`src/rtl/alu_sched_pkg.sv`:
```
// Shared types for the ALU scheduler: FSM states, opcode encodings and width helpers.
package alu_sched_pkg;

  typedef enum logic [1:0] {
    IDLE  = 2'd0,
    ISSUE = 2'd1,
    WAIT  = 2'd2,
    RESP  = 2'd3
  } state_t;

  localparam logic [1:0] OP_ADD = 2'd0;
  localparam logic [1:0] OP_SUB = 2'd1;
  localparam logic [1:0] OP_MUL = 2'd2;
  localparam logic [1:0] OP_DIV = 2'd3;

  // Result is twice the operand width so MUL never overflows.
  function automatic int res_width(input int dw);
    return 2 * dw;
  endfunction

endpackage

```
`src/rtl/alu_sched_if.sv`:
```
// Requester, execution-unit and response signals of the scheduler; master is the scheduler side.
interface alu_sched_if #(
  parameter int N_REQ = 4,
  parameter int DW    = 8
);
  import alu_sched_pkg::*;

  localparam int IW = $clog2(N_REQ);
  localparam int RW = res_width(DW);

  logic [N_REQ-1:0]    req_valid;
  logic [N_REQ-1:0]    req_ready;
  logic [N_REQ*DW-1:0] req_a;
  logic [N_REQ*DW-1:0] req_b;
  logic [N_REQ*2-1:0]  req_op;

  logic          unit_start;
  logic [DW-1:0] unit_a;
  logic [DW-1:0] unit_b;
  logic [1:0]    unit_op;
  logic          unit_rst;
  logic          unit_done;
  logic [RW-1:0] unit_result;

  logic          rsp_valid;
  logic [IW-1:0] rsp_id;
  logic [RW-1:0] rsp_data;
  logic          rsp_err;
  logic          busy;

  modport master (
    input  req_valid, req_a, req_b, req_op, unit_done, unit_result,
    output req_ready, unit_start, unit_a, unit_b, unit_op, unit_rst,
           rsp_valid, rsp_id, rsp_data, rsp_err, busy
  );

  modport slave (
    output req_valid, req_a, req_b, req_op, unit_done, unit_result,
    input  req_ready, unit_start, unit_a, unit_b, unit_op, unit_rst,
           rsp_valid, rsp_id, rsp_data, rsp_err, busy
  );

endinterface

```
`src/rtl/alu_sched_rr_arbiter.sv`:
```
// Combinational round-robin pick: first asserted request at or after ptr, wrapping modulo N_REQ.
// Zero latency; grant is all-zero and grant_vld low when nothing is requested.
module rr_arbiter #(
  parameter int N_REQ = 4
) (
  input  logic [N_REQ-1:0]         req,
  input  logic [$clog2(N_REQ)-1:0] ptr,
  output logic [N_REQ-1:0]         grant,
  output logic [$clog2(N_REQ)-1:0] grant_idx,
  output logic                     grant_vld
);
  localparam int IW  = $clog2(N_REQ);
  localparam int IW1 = IW + 1;

  logic [IW1-1:0] idx;

  always_comb begin
    grant     = '0;
    grant_idx = '0;
    grant_vld = 1'b0;
    idx       = '0;
    for (int j = 0; j < N_REQ; j++) begin
      // ptr < N_REQ, so one conditional subtract is enough to wrap.
      idx = {1'b0, ptr} + IW1'(j);
      if (idx >= IW1'(N_REQ)) idx = idx - IW1'(N_REQ);
      if (!grant_vld && req[idx[IW-1:0]]) begin
        grant_vld = 1'b1;
        grant_idx = idx[IW-1:0];
      end
    end
    if (grant_vld) grant[grant_idx] = 1'b1;
  end

endmodule

```
`src/rtl/alu_sched.sv`:
```
// Shares one multi-cycle ALU among N_REQ requesters round-robin, one operation in flight, with a done watchdog.
// Response one cycle after unit_done (or TIMEOUT+2 cycles after accept); req_ready only in IDLE, held requests wait.
module alu_sched
  import alu_sched_pkg::*;
#(
  parameter int N_REQ   = 4,
  parameter int DW      = 8,
  parameter int TIMEOUT = 64
) (
  input  logic        clk,
  input  logic        reset,
  alu_sched_if.master bus
);
  localparam int IW = $clog2(N_REQ);
  localparam int WW = $clog2(TIMEOUT);
  localparam int RW = res_width(DW);

  state_t state, state_nxt;

  logic [IW-1:0]    rr_ptr;
  logic [IW-1:0]    grant_idx;
  logic [IW-1:0]    id_q;
  logic [N_REQ-1:0] grant;
  logic             grant_vld;
  logic             accept;
  logic             wd_expired;
  logic [WW-1:0]    wd_cnt;
  logic [DW-1:0]    a_q;
  logic [DW-1:0]    b_q;
  logic [1:0]       op_q;
  logic [RW-1:0]    data_q;
  logic             err_q;

  logic [DW-1:0] a_arr  [N_REQ];
  logic [DW-1:0] b_arr  [N_REQ];
  logic [1:0]    op_arr [N_REQ];

  for (genvar g = 0; g < N_REQ; g++) begin : g_unpack
    assign a_arr[g]  = bus.req_a[g*DW +: DW];
    assign b_arr[g]  = bus.req_b[g*DW +: DW];
    assign op_arr[g] = bus.req_op[g*2 +: 2];
  end

  rr_arbiter #(.N_REQ(N_REQ)) u_arb (
    .req       (bus.req_valid),
    .ptr       (rr_ptr),
    .grant     (grant),
    .grant_idx (grant_idx),
    .grant_vld (grant_vld)
  );

  assign accept     = (state == IDLE) && grant_vld;
  assign wd_expired = (wd_cnt == WW'(TIMEOUT - 1));

  always_ff @(posedge clk or posedge reset) begin
    if (reset) state <= IDLE;
    else       state <= state_nxt;
  end

  always_comb begin
    state_nxt      = state;
    bus.req_ready  = '0;
    bus.unit_start = 1'b0;
    bus.unit_rst   = 1'b0;
    bus.unit_a     = a_q;
    bus.unit_b     = b_q;
    bus.unit_op    = op_q;
    bus.rsp_valid  = 1'b0;
    bus.rsp_id     = '0;
    bus.rsp_data   = '0;
    bus.rsp_err    = 1'b0;
    bus.busy       = (state != IDLE);
    case (state)
      IDLE: begin
        // Reset is async, so ready must also be masked while it is held.
        bus.req_ready = reset ? '0 : grant;
        if (accept) state_nxt = ISSUE;
      end
      ISSUE: begin
        bus.unit_start = 1'b1;
        state_nxt      = WAIT;
      end
      WAIT: begin
        if (bus.unit_done || wd_expired) state_nxt = RESP;
      end
      RESP: begin
        bus.rsp_valid = 1'b1;
        bus.rsp_id    = id_q;
        bus.rsp_data  = data_q;
        bus.rsp_err   = err_q;
        bus.unit_rst  = err_q;
        state_nxt     = IDLE;
      end
      default: state_nxt = IDLE;
    endcase
  end

  always_ff @(posedge clk or posedge reset) begin
    if (reset) begin
      rr_ptr <= '0;
      id_q   <= '0;
      a_q    <= '0;
      b_q    <= '0;
      op_q   <= '0;
      wd_cnt <= '0;
      data_q <= '0;
      err_q  <= 1'b0;
    end else begin
      case (state)
        IDLE: begin
          if (accept) begin
            a_q    <= a_arr[grant_idx];
            b_q    <= b_arr[grant_idx];
            op_q   <= op_arr[grant_idx];
            id_q   <= grant_idx;
            rr_ptr <= (grant_idx == IW'(N_REQ - 1)) ? '0 : grant_idx + 1'b1;
          end
        end
        ISSUE: wd_cnt <= '0;
        WAIT: begin
          // A done arriving on the expiry cycle still counts as success.
          if (bus.unit_done) begin
            data_q <= bus.unit_result;
            err_q  <= 1'b0;
          end else if (wd_expired) begin
            data_q <= '0;
            err_q  <= 1'b1;
          end else begin
            wd_cnt <= wd_cnt + 1'b1;
          end
        end
        default: ;
      endcase
    end
  end

endmodule

```
`src/flat_wrapper.sv`:
```
// flat-port wrapper written by rule: the top's interface ports become plain ports
module alu_sched_flat import alu_sched_pkg::*;
#(
  parameter int N_REQ   = 4,
  parameter int DW      = 8,
  parameter int TIMEOUT = 64
)
  (clk, reset, bus_req_valid, bus_req_a, bus_req_b, bus_req_op, bus_unit_done, bus_unit_result, bus_req_ready, bus_unit_start, bus_unit_a, bus_unit_b, bus_unit_op, bus_unit_rst, bus_rsp_valid, bus_rsp_id, bus_rsp_data, bus_rsp_err, bus_busy);
  alu_sched_if #(.N_REQ(N_REQ), .DW(DW)) bus_i ();
  input  logic clk;
  input  logic reset;
  input wire logic [$bits(bus_i.req_valid)-1:0] bus_req_valid;
  input wire logic [$bits(bus_i.req_a)-1:0] bus_req_a;
  input wire logic [$bits(bus_i.req_b)-1:0] bus_req_b;
  input wire logic [$bits(bus_i.req_op)-1:0] bus_req_op;
  input wire logic [$bits(bus_i.unit_done)-1:0] bus_unit_done;
  input wire logic [$bits(bus_i.unit_result)-1:0] bus_unit_result;
  output wire logic [$bits(bus_i.req_ready)-1:0] bus_req_ready;
  output wire logic [$bits(bus_i.unit_start)-1:0] bus_unit_start;
  output wire logic [$bits(bus_i.unit_a)-1:0] bus_unit_a;
  output wire logic [$bits(bus_i.unit_b)-1:0] bus_unit_b;
  output wire logic [$bits(bus_i.unit_op)-1:0] bus_unit_op;
  output wire logic [$bits(bus_i.unit_rst)-1:0] bus_unit_rst;
  output wire logic [$bits(bus_i.rsp_valid)-1:0] bus_rsp_valid;
  output wire logic [$bits(bus_i.rsp_id)-1:0] bus_rsp_id;
  output wire logic [$bits(bus_i.rsp_data)-1:0] bus_rsp_data;
  output wire logic [$bits(bus_i.rsp_err)-1:0] bus_rsp_err;
  output wire logic [$bits(bus_i.busy)-1:0] bus_busy;
  assign bus_i.req_valid = bus_req_valid;
  assign bus_i.req_a = bus_req_a;
  assign bus_i.req_b = bus_req_b;
  assign bus_i.req_op = bus_req_op;
  assign bus_i.unit_done = bus_unit_done;
  assign bus_i.unit_result = bus_unit_result;
  assign bus_req_ready = bus_i.req_ready;
  assign bus_unit_start = bus_i.unit_start;
  assign bus_unit_a = bus_i.unit_a;
  assign bus_unit_b = bus_i.unit_b;
  assign bus_unit_op = bus_i.unit_op;
  assign bus_unit_rst = bus_i.unit_rst;
  assign bus_rsp_valid = bus_i.rsp_valid;
  assign bus_rsp_id = bus_i.rsp_id;
  assign bus_rsp_data = bus_i.rsp_data;
  assign bus_rsp_err = bus_i.rsp_err;
  assign bus_busy = bus_i.busy;
  alu_sched #(.N_REQ(N_REQ), .DW(DW), .TIMEOUT(TIMEOUT)) u_core (.clk(clk), .reset(reset), .bus(bus_i));
endmodule
```
`config.mk`:
```
export PLATFORM = sky130hd
export DESIGN_NAME = alu_sched_flat
export DESIGN_NICKNAME = d
export VERILOG_FILES = /design/src/rtl/alu_sched_pkg.sv /design/src/rtl/alu_sched_if.sv /design/src/rtl/alu_sched_rr_arbiter.sv /design/src/rtl/alu_sched.sv /design/src/flat_wrapper.sv
export SDC_FILE = /design/constraint.sdc
export NUM_CORES = 1
export LEC_CHECK = 0
export ABC_AREA = 1
export CAP_MARGIN = 0
export CORE_MARGIN = 2
export CORE_UTILIZATION = 30
export CTS_CLUSTER_SIZE = 12
export DETAILED_ROUTE_END_ITERATION = 6
export PLACE_DENSITY = 0.7
export SLEW_MARGIN = 20
export SYNTH_ARGS = -nofsm -noshare
export SYNTH_HDL_FRONTEND = slang
export SYNTH_SLANG_ARGS = --single-unit
```
`constraint.sdc`:
```
create_clock -name clk -period 1.8 [get_ports clk]
set_input_delay 0.18 -clock clk [delete_from_list [all_inputs] [get_ports clk]]
set_output_delay 0.18 -clock clk [all_outputs]
set_load 0.03 [all_outputs]
```
# Word-level counts from Yosys, hierarchy flattened
# Index checks and enable logic that the tools add are counted.
word_totals:
  reg_bits: 47
  latchBits: 0
  ramBits: 0
  romBits: 0
  input_bits: 95
  output_inout_bits: 45
  n_memories: 0
op_classes:
  add_sub_neg: 9
  n_mul: 0
  div: 0
  order_cmp: 11
  n_eq_ne: 9
  n_shift: 0
  muxes: 50
  bitwise: 1
  reduce_logical: 17
ops:
  columns: ["cell", "count"]
  rows:
  - ["two-way mux 16 bit", 3]
  - ["binary-select mux 8 bit (select 2 bit)", 2]
  - ["two-way mux 8 bit", 4]
  - ["two-way mux 2 bit", 14]
  - ["less-than comparator 2 x 3 -> 1 bit, second input constant", 5]
  - ["two-way mux 1 bit", 14]
  - ["greater-or-equal comparator 3 bit, second input constant", 4]
  - ["two-way mux 4 bit", 3]
  - ["two-way mux 6 bit", 2]
  - ["one-hot mux 6 bit (2 select lines)", 1]
  - ["binary-select mux 1 bit (select 2 bit)", 4]
  - ["one-hot mux 2 bit (4 select lines)", 1]
  - ["subtractor 2 x 1 -> 2 bit, second input constant", 4]
  - ["adder 2 x 2 -> 3 bit, second input constant", 2]
  - ["adder 6 x 1 -> 6 bit, second input constant", 1]
  - ["== test 2 bit, second input constant", 3]
  - ["== test 6 bit, second input constant", 1]
  - ["AND reduction 2 bit", 3]
  - ["nonzero test 2 bit", 3]
  - ["logical AND 1 bit", 5]
  - ["binary-select mux 2 bit (select 2 bit)", 1]
  - ["inequality test 2 x 1 -> 1 bit, second input constant", 2]
  - ["inequality test 2 bit, second input constant", 2]
  - ["adder 2 x 1 -> 3 bit, second input constant", 1]
  - ["10 further kinds", 12]

# Longest topological paths before layout
logic_depth:
  word_depth: 21
  mapped_depth: 15
  depth_no_buf: 13

# Cells and area by module
# From an unflattened synthesis, not the netlist that was laid out.
hier_totals:
  cells_unflattened: 436
  area_unflattened_um2: 3156.8
by_module_without_submodules:
  columns: ["module", "n_inst", "cells_each", "area_per_inst_um2", "seq_area_each_um2"]
  rows:
  - ["alu_sched", 1, 366, 2770.2, 1176.1]
  - ["rr_arbiter", 1, 70, 386.6, 0.0]

# Least setup slack after synthesis
# Ideal clock, no wire load.
synth_path:
  path_type: "input-to-output"
  from: "input port reset"
  to: "output port bus_req_ready[0]"
  t_arrival_ns: 2.171
  required_time_ns: 1.620
  setup_slack_ns: -0.551
  path_stages: 3
  n_path_buf: 0
  cell_sequence: "inv_1 -> nand2_1 -> nor3_1"
synth_between:
  elab_chain_cells: 2
synth_lines:
  columns: ["item", "line", "text"]
  rows:
  - ["from (decl)", "flat_wrapper.sv:11", "input logic reset;"]
  - ["two-way mux 4 bit", "alu_sched.sv:76", "bus.req_ready = reset ? '0 : grant;"]
  - ["two-way mux 4 bit", "alu_sched.sv:73", "case (state)"]
  - ["to (decl)", "flat_wrapper.sv:18", "output wire logic [$bits(bus_i.req_ready)-1:0] bus_req_ready;"]
# Every way passes these cells.

# Worst setup path after layout
layout_path:
  from: "register u_core.rr_ptr[0]"
  to: "output port bus_req_ready[3]"
layout_between:
  elab_chain_cells: 21
  word_cells_on_any_way: 45
layout_lines:
  columns: ["item", "line", "text"]
  rows:
  - ["from (decl)", "alu_sched.sv:20", "logic [IW-1:0] rr_ptr;"]
  - ["from (signal assigned)", "alu_sched.sv:116", "rr_ptr <= (grant_idx == IW'(N_REQ - 1)) ? '0 : grant_idx + 1'b1;"]
  - ["branches (longest 18 deep; another with adder 2 x 1 -> 3 bit)", null, null]
  - ["two-way mux 4 bit (*)", "alu_sched_rr_arbiter.sv:31", "if (grant_vld) grant[grant_idx] = 1'b1;"]
  - ["two-way mux 4 bit (*)", "alu_sched.sv:76", null]
  - ["two-way mux 4 bit (*)", "alu_sched.sv:73", null]
# Every way passes the cells marked *. The select of a mux whose other input is x is not followed.

==> results.sh <==
export IMPL_arrival_ns=2.12
export IMPL_synth_top_cells_by_area="dfrtp_1, nand2_1, nand3_1, inv_1, nand3b_1"
export IMPL_cts_sinks=47
export IMPL_dr_pass1_iters=4
export IMPL_fmax_mhz=435
export IMPL_clk_pin_slew_ns=0.09
export IMPL_htreeDepth=2
export IMPL_worstReg2RegEnd="u_core.bus.unit_op[1]$_DFFE_PP0P_"
export IMPL_start_util_pct=30.7
export IMPL_drive_above_1_share_pct=33.2
export IMPL_pin_count=140
export IMPL_worst_slew_pin_transition_ns=0.595
export IMPL_rsz0062_at_grt="true"
export IMPL_fin_cells=766
export IMPL_routedWlPerCell_um=13.1
export IMPL_setup_viol=26
export IMPL_min_delay_start="bus_unit_result[5]"
export IMPL_place_hpwl_um=6990
export IMPL_slowest_delay_ns=0.48
export IMPL_numCtsBuffers=5
export IMPL_r2r_start="u_core.rr_ptr[0]$_DFFE_PP0P_"
export IMPL_postPlaceCellArea_um2=4780
export IMPL_syn_cell_area_um2=3140
export IMPL_status="finished with violations"
export IMPL_overflow=0
export IMPL_path_delay_family="simple AND/OR/NAND/NOR gates"
export IMPL_violations="negative setup slack"
export IMPL_ff2ff_path_depth=16
export IMPL_slowest_stage="dfrtp_2"
export IMPL_cp_cell_sequence="buf_6 > nand2_2 > nand2_2 > nand2_2 > nand2_2 > nor2_4 > nand2_1 > nor2_1 > nor2_2 > inv_2 > ha_4 > inv_2 > nor2_4 > buf_6"
export IMPL_p_leak_nw=2.84
export IMPL_cts_tree="built"
export IMPL_hold_path_depth=3
export IMPL_cp_end_kind="output pin"
export IMPL_yosysWarnings=0
export IMPL_final_core_util_pct=54.9
export IMPL_syn_nets=565
export IMPL_grt_pass1_wl_um=15500
export IMPL_cap_violations=0
export IMPL_final_area_um2=5610
export IMPL_drc_errors=0
export IMPL_yosysTopAreaCell="dfrtp_1"
export IMPL_clk_latency_ns=0.30
export IMPL_routed_via_density=4.64
export IMPL_area_growth_pct=79.0
export IMPL_peakVddDrop_mv=1.14
export IMPL_grt_start_max_net_pins=48
export IMPL_post_route_period_util_pct=128
export IMPL_fp_dieW_um=106
export IMPL_fp_dieArea_um2=11300
export IMPL_hold_viol_final=0
export IMPL_io_buffer_count=139
export IMPL_hold_path_class="in2reg"
export IMPL_path_class="reg2out"
export IMPL_gp_congestion=0.899
export IMPL_layout_cells_most_common_list="nand2_1, clkdlybuf4s50_1, nand3_1"
export IMPL_fill_cells=890
export IMPL_holdBufCountCts=0
export IMPL_drtAntennaViolNets=0
export IMPL_ff2ff_setup_slack_ns=-0.30
export IMPL_tns_ns=-7.17
export IMPL_cp_required_ns=1.62
export IMPL_avgSynthCellArea_um2=6.76
export IMPL_ys_types=29
export IMPL_antenna_found_initial=0
export IMPL_routed_wirelength_um=10100
export IMPL_slew_headroom_pct=60.3
export IMPL_mostFrequentLayoutCell="nand2_1"
export IMPL_synth_top_cell_area_share_pct=37.5
export IMPL_cp_start_kind="flop"
export IMPL_fin_skew_ns=0.00745
export IMPL_path_max_fanout=6
export IMPL_crit_top_cell="nand2_2"
export IMPL_dp_cells=740
export IMPL_clockBufferDepth=2
export IMPL_layout_setup_ws_ns=-0.501
export IMPL_grt_usage_pct=16.8
export IMPL_synth_seq_area_share_pct=37.5
export IMPL_antenna_cells=0
export IMPL_min_to="u_core.data_q[5]$_DFFE_PP0P_"
export IMPL_rows=37
export IMPL_pre_cts_ws_ns=-0.422
export IMPL_power_density_nw_per_um2=1970
export IMPL_period_minus_slack_ns=2.30
export IMPL_ys_ff_latch=47
export IMPL_hold_ws_ns=0.427
export IMPL_syn_inst=464
export IMPL_root_buffer="clkbuf_8"
export IMPL_die_h_um=106
export IMPL_grt_pass1_vias=3369
export IMPL_power_mw=11.1
export IMPL_crit_buf_inv=4
export IMPL_vias=3558
export IMPL_finalMaxSlewViolations=0
export IMPL_drt_iter0_drc=165
export IMPL_core_area_um2=10200
export IMPL_finalNetCount=730
## kinds of logic after synthesis
| group | synth area share [%] |
|---|---|
| compound gates | 2.59 |
| flops | 37.5 |
| xor+xnor | 0.559 |
| buf+inv | 11.3 |
| fa+ha+maj | 2.39 |
| simple gates | 45.6 |
## repair_timing
action,4_1_cts,5_1_grt
endpoints found under the hold margin,0,0
setup endpoints to repair,50,30
gates cloned,1,1
setup buffers,10,8
pin swaps,18,39
gates resized for setup,33,126
## synthesized netlist by cell type
library cell and n:
nand2_1 170, nand3_1 97, inv_1 55, dfrtp_1 47, nand3b_1 19, buf_2 11, nor2_1 8, a21oi_1 7
clkbuf_1 6, ha_1 6, nand2_2 6, buf_4 3, buf_6 3, nor3_1 3, o21ai_0 3, inv_2 2
nand3_2 2, nor2_2 2, nor2_4 2, o21ai_1 2, xor2_1 2, a22oi_1 1, and3_1 1, buf_1 1
clkinv_1 1, nand2_4 1, nor3_2 1, o21a_1 1, o22ai_1 1
## worst max-delay path by stage
stage	slack, ns	to	cells after the start	startpoint
after floorplan	-0.16	bus_req_ready[3]	14	u_core.rr_ptr[0]$_DFFE_PP0P_
after global placement	-0.33	u_core.bus.unit_a[5]$_DFFE_PP0P_	13	bus_req_valid[3]
after detailed placement	-0.42	u_core.bus.unit_a[6]$_DFFE_PP0P_	12	bus_req_valid[0]
after CTS	-0.50	bus_req_ready[1]	12	u_core.rr_ptr[0]$_DFFE_PP0P_
after global routing	-0.65	bus_req_ready[2]	13	u_core.rr_ptr[0]$_DFFE_PP0P_
final	-0.50	bus_req_ready[3]	14	u_core.rr_ptr[0]$_DFFE_PP0P_
## state kept, by name, summed over array words and instances (netlist names)
signal,cells
u_core.bus.unit_b,8
u_core.err_q,1
u_core.bus.unit_a,8
u_core.data_q,16
u_core.rr_ptr,2
u_core.id_q,2
u_core.bus.unit_op,2
u_core.state,2
u_core.wd_cnt,6
## layout make-up
type / count / area, µm² / share of cell area, %
multi-input cells: 335 / 2150 / 38.4
repair buffers: 182 / 1800 / 32.1
flip-flops and latches: 47 / 1180 / 21.0
inverters: 58 / 228 / 4.06
well taps: 136 / 170 / 3.03
clock buffers: 5 / 68.8 / 1.23
clock inverters: 3 / 15.0 / 0.267
## where the power goes
part / internal (mW) / switching, mW
Sequential: 1.55 / 0.332
Clock: 0.266 / 0.350
Combinational: 3.64 / 4.95
## worst reg2reg max path, cell delays in order, from the launching register on
cell	delay, ns
dfrtp_2	0.48
buf_6	0.16
nand2_2	0.05
nand2_2	0.06
nand2_2	0.08
nand2_2	0.07
nor2_4	0.15
nand3_2	0.11
nand2_4	0.08
nand2_4	0.06
buf_8	0.12
buf_8	0.13
clkbuf_16	0.19
nand2_4	0.06
nand2_2	0.05
nand3_2	0.06
nand3_2	0.07
## metal layers
metal,vias to the layer above,part of all wire [%],wire [µm],track usage (%)
met2,144,50,5000,29.4
met1,1608,41,4160,20.2
met4,0,1.3,133,4.70
li1,1793,-,-,-
met3,13,7.7,780,4.60
met5,-,0,0,0
Power figures use the tool's default switching activity.
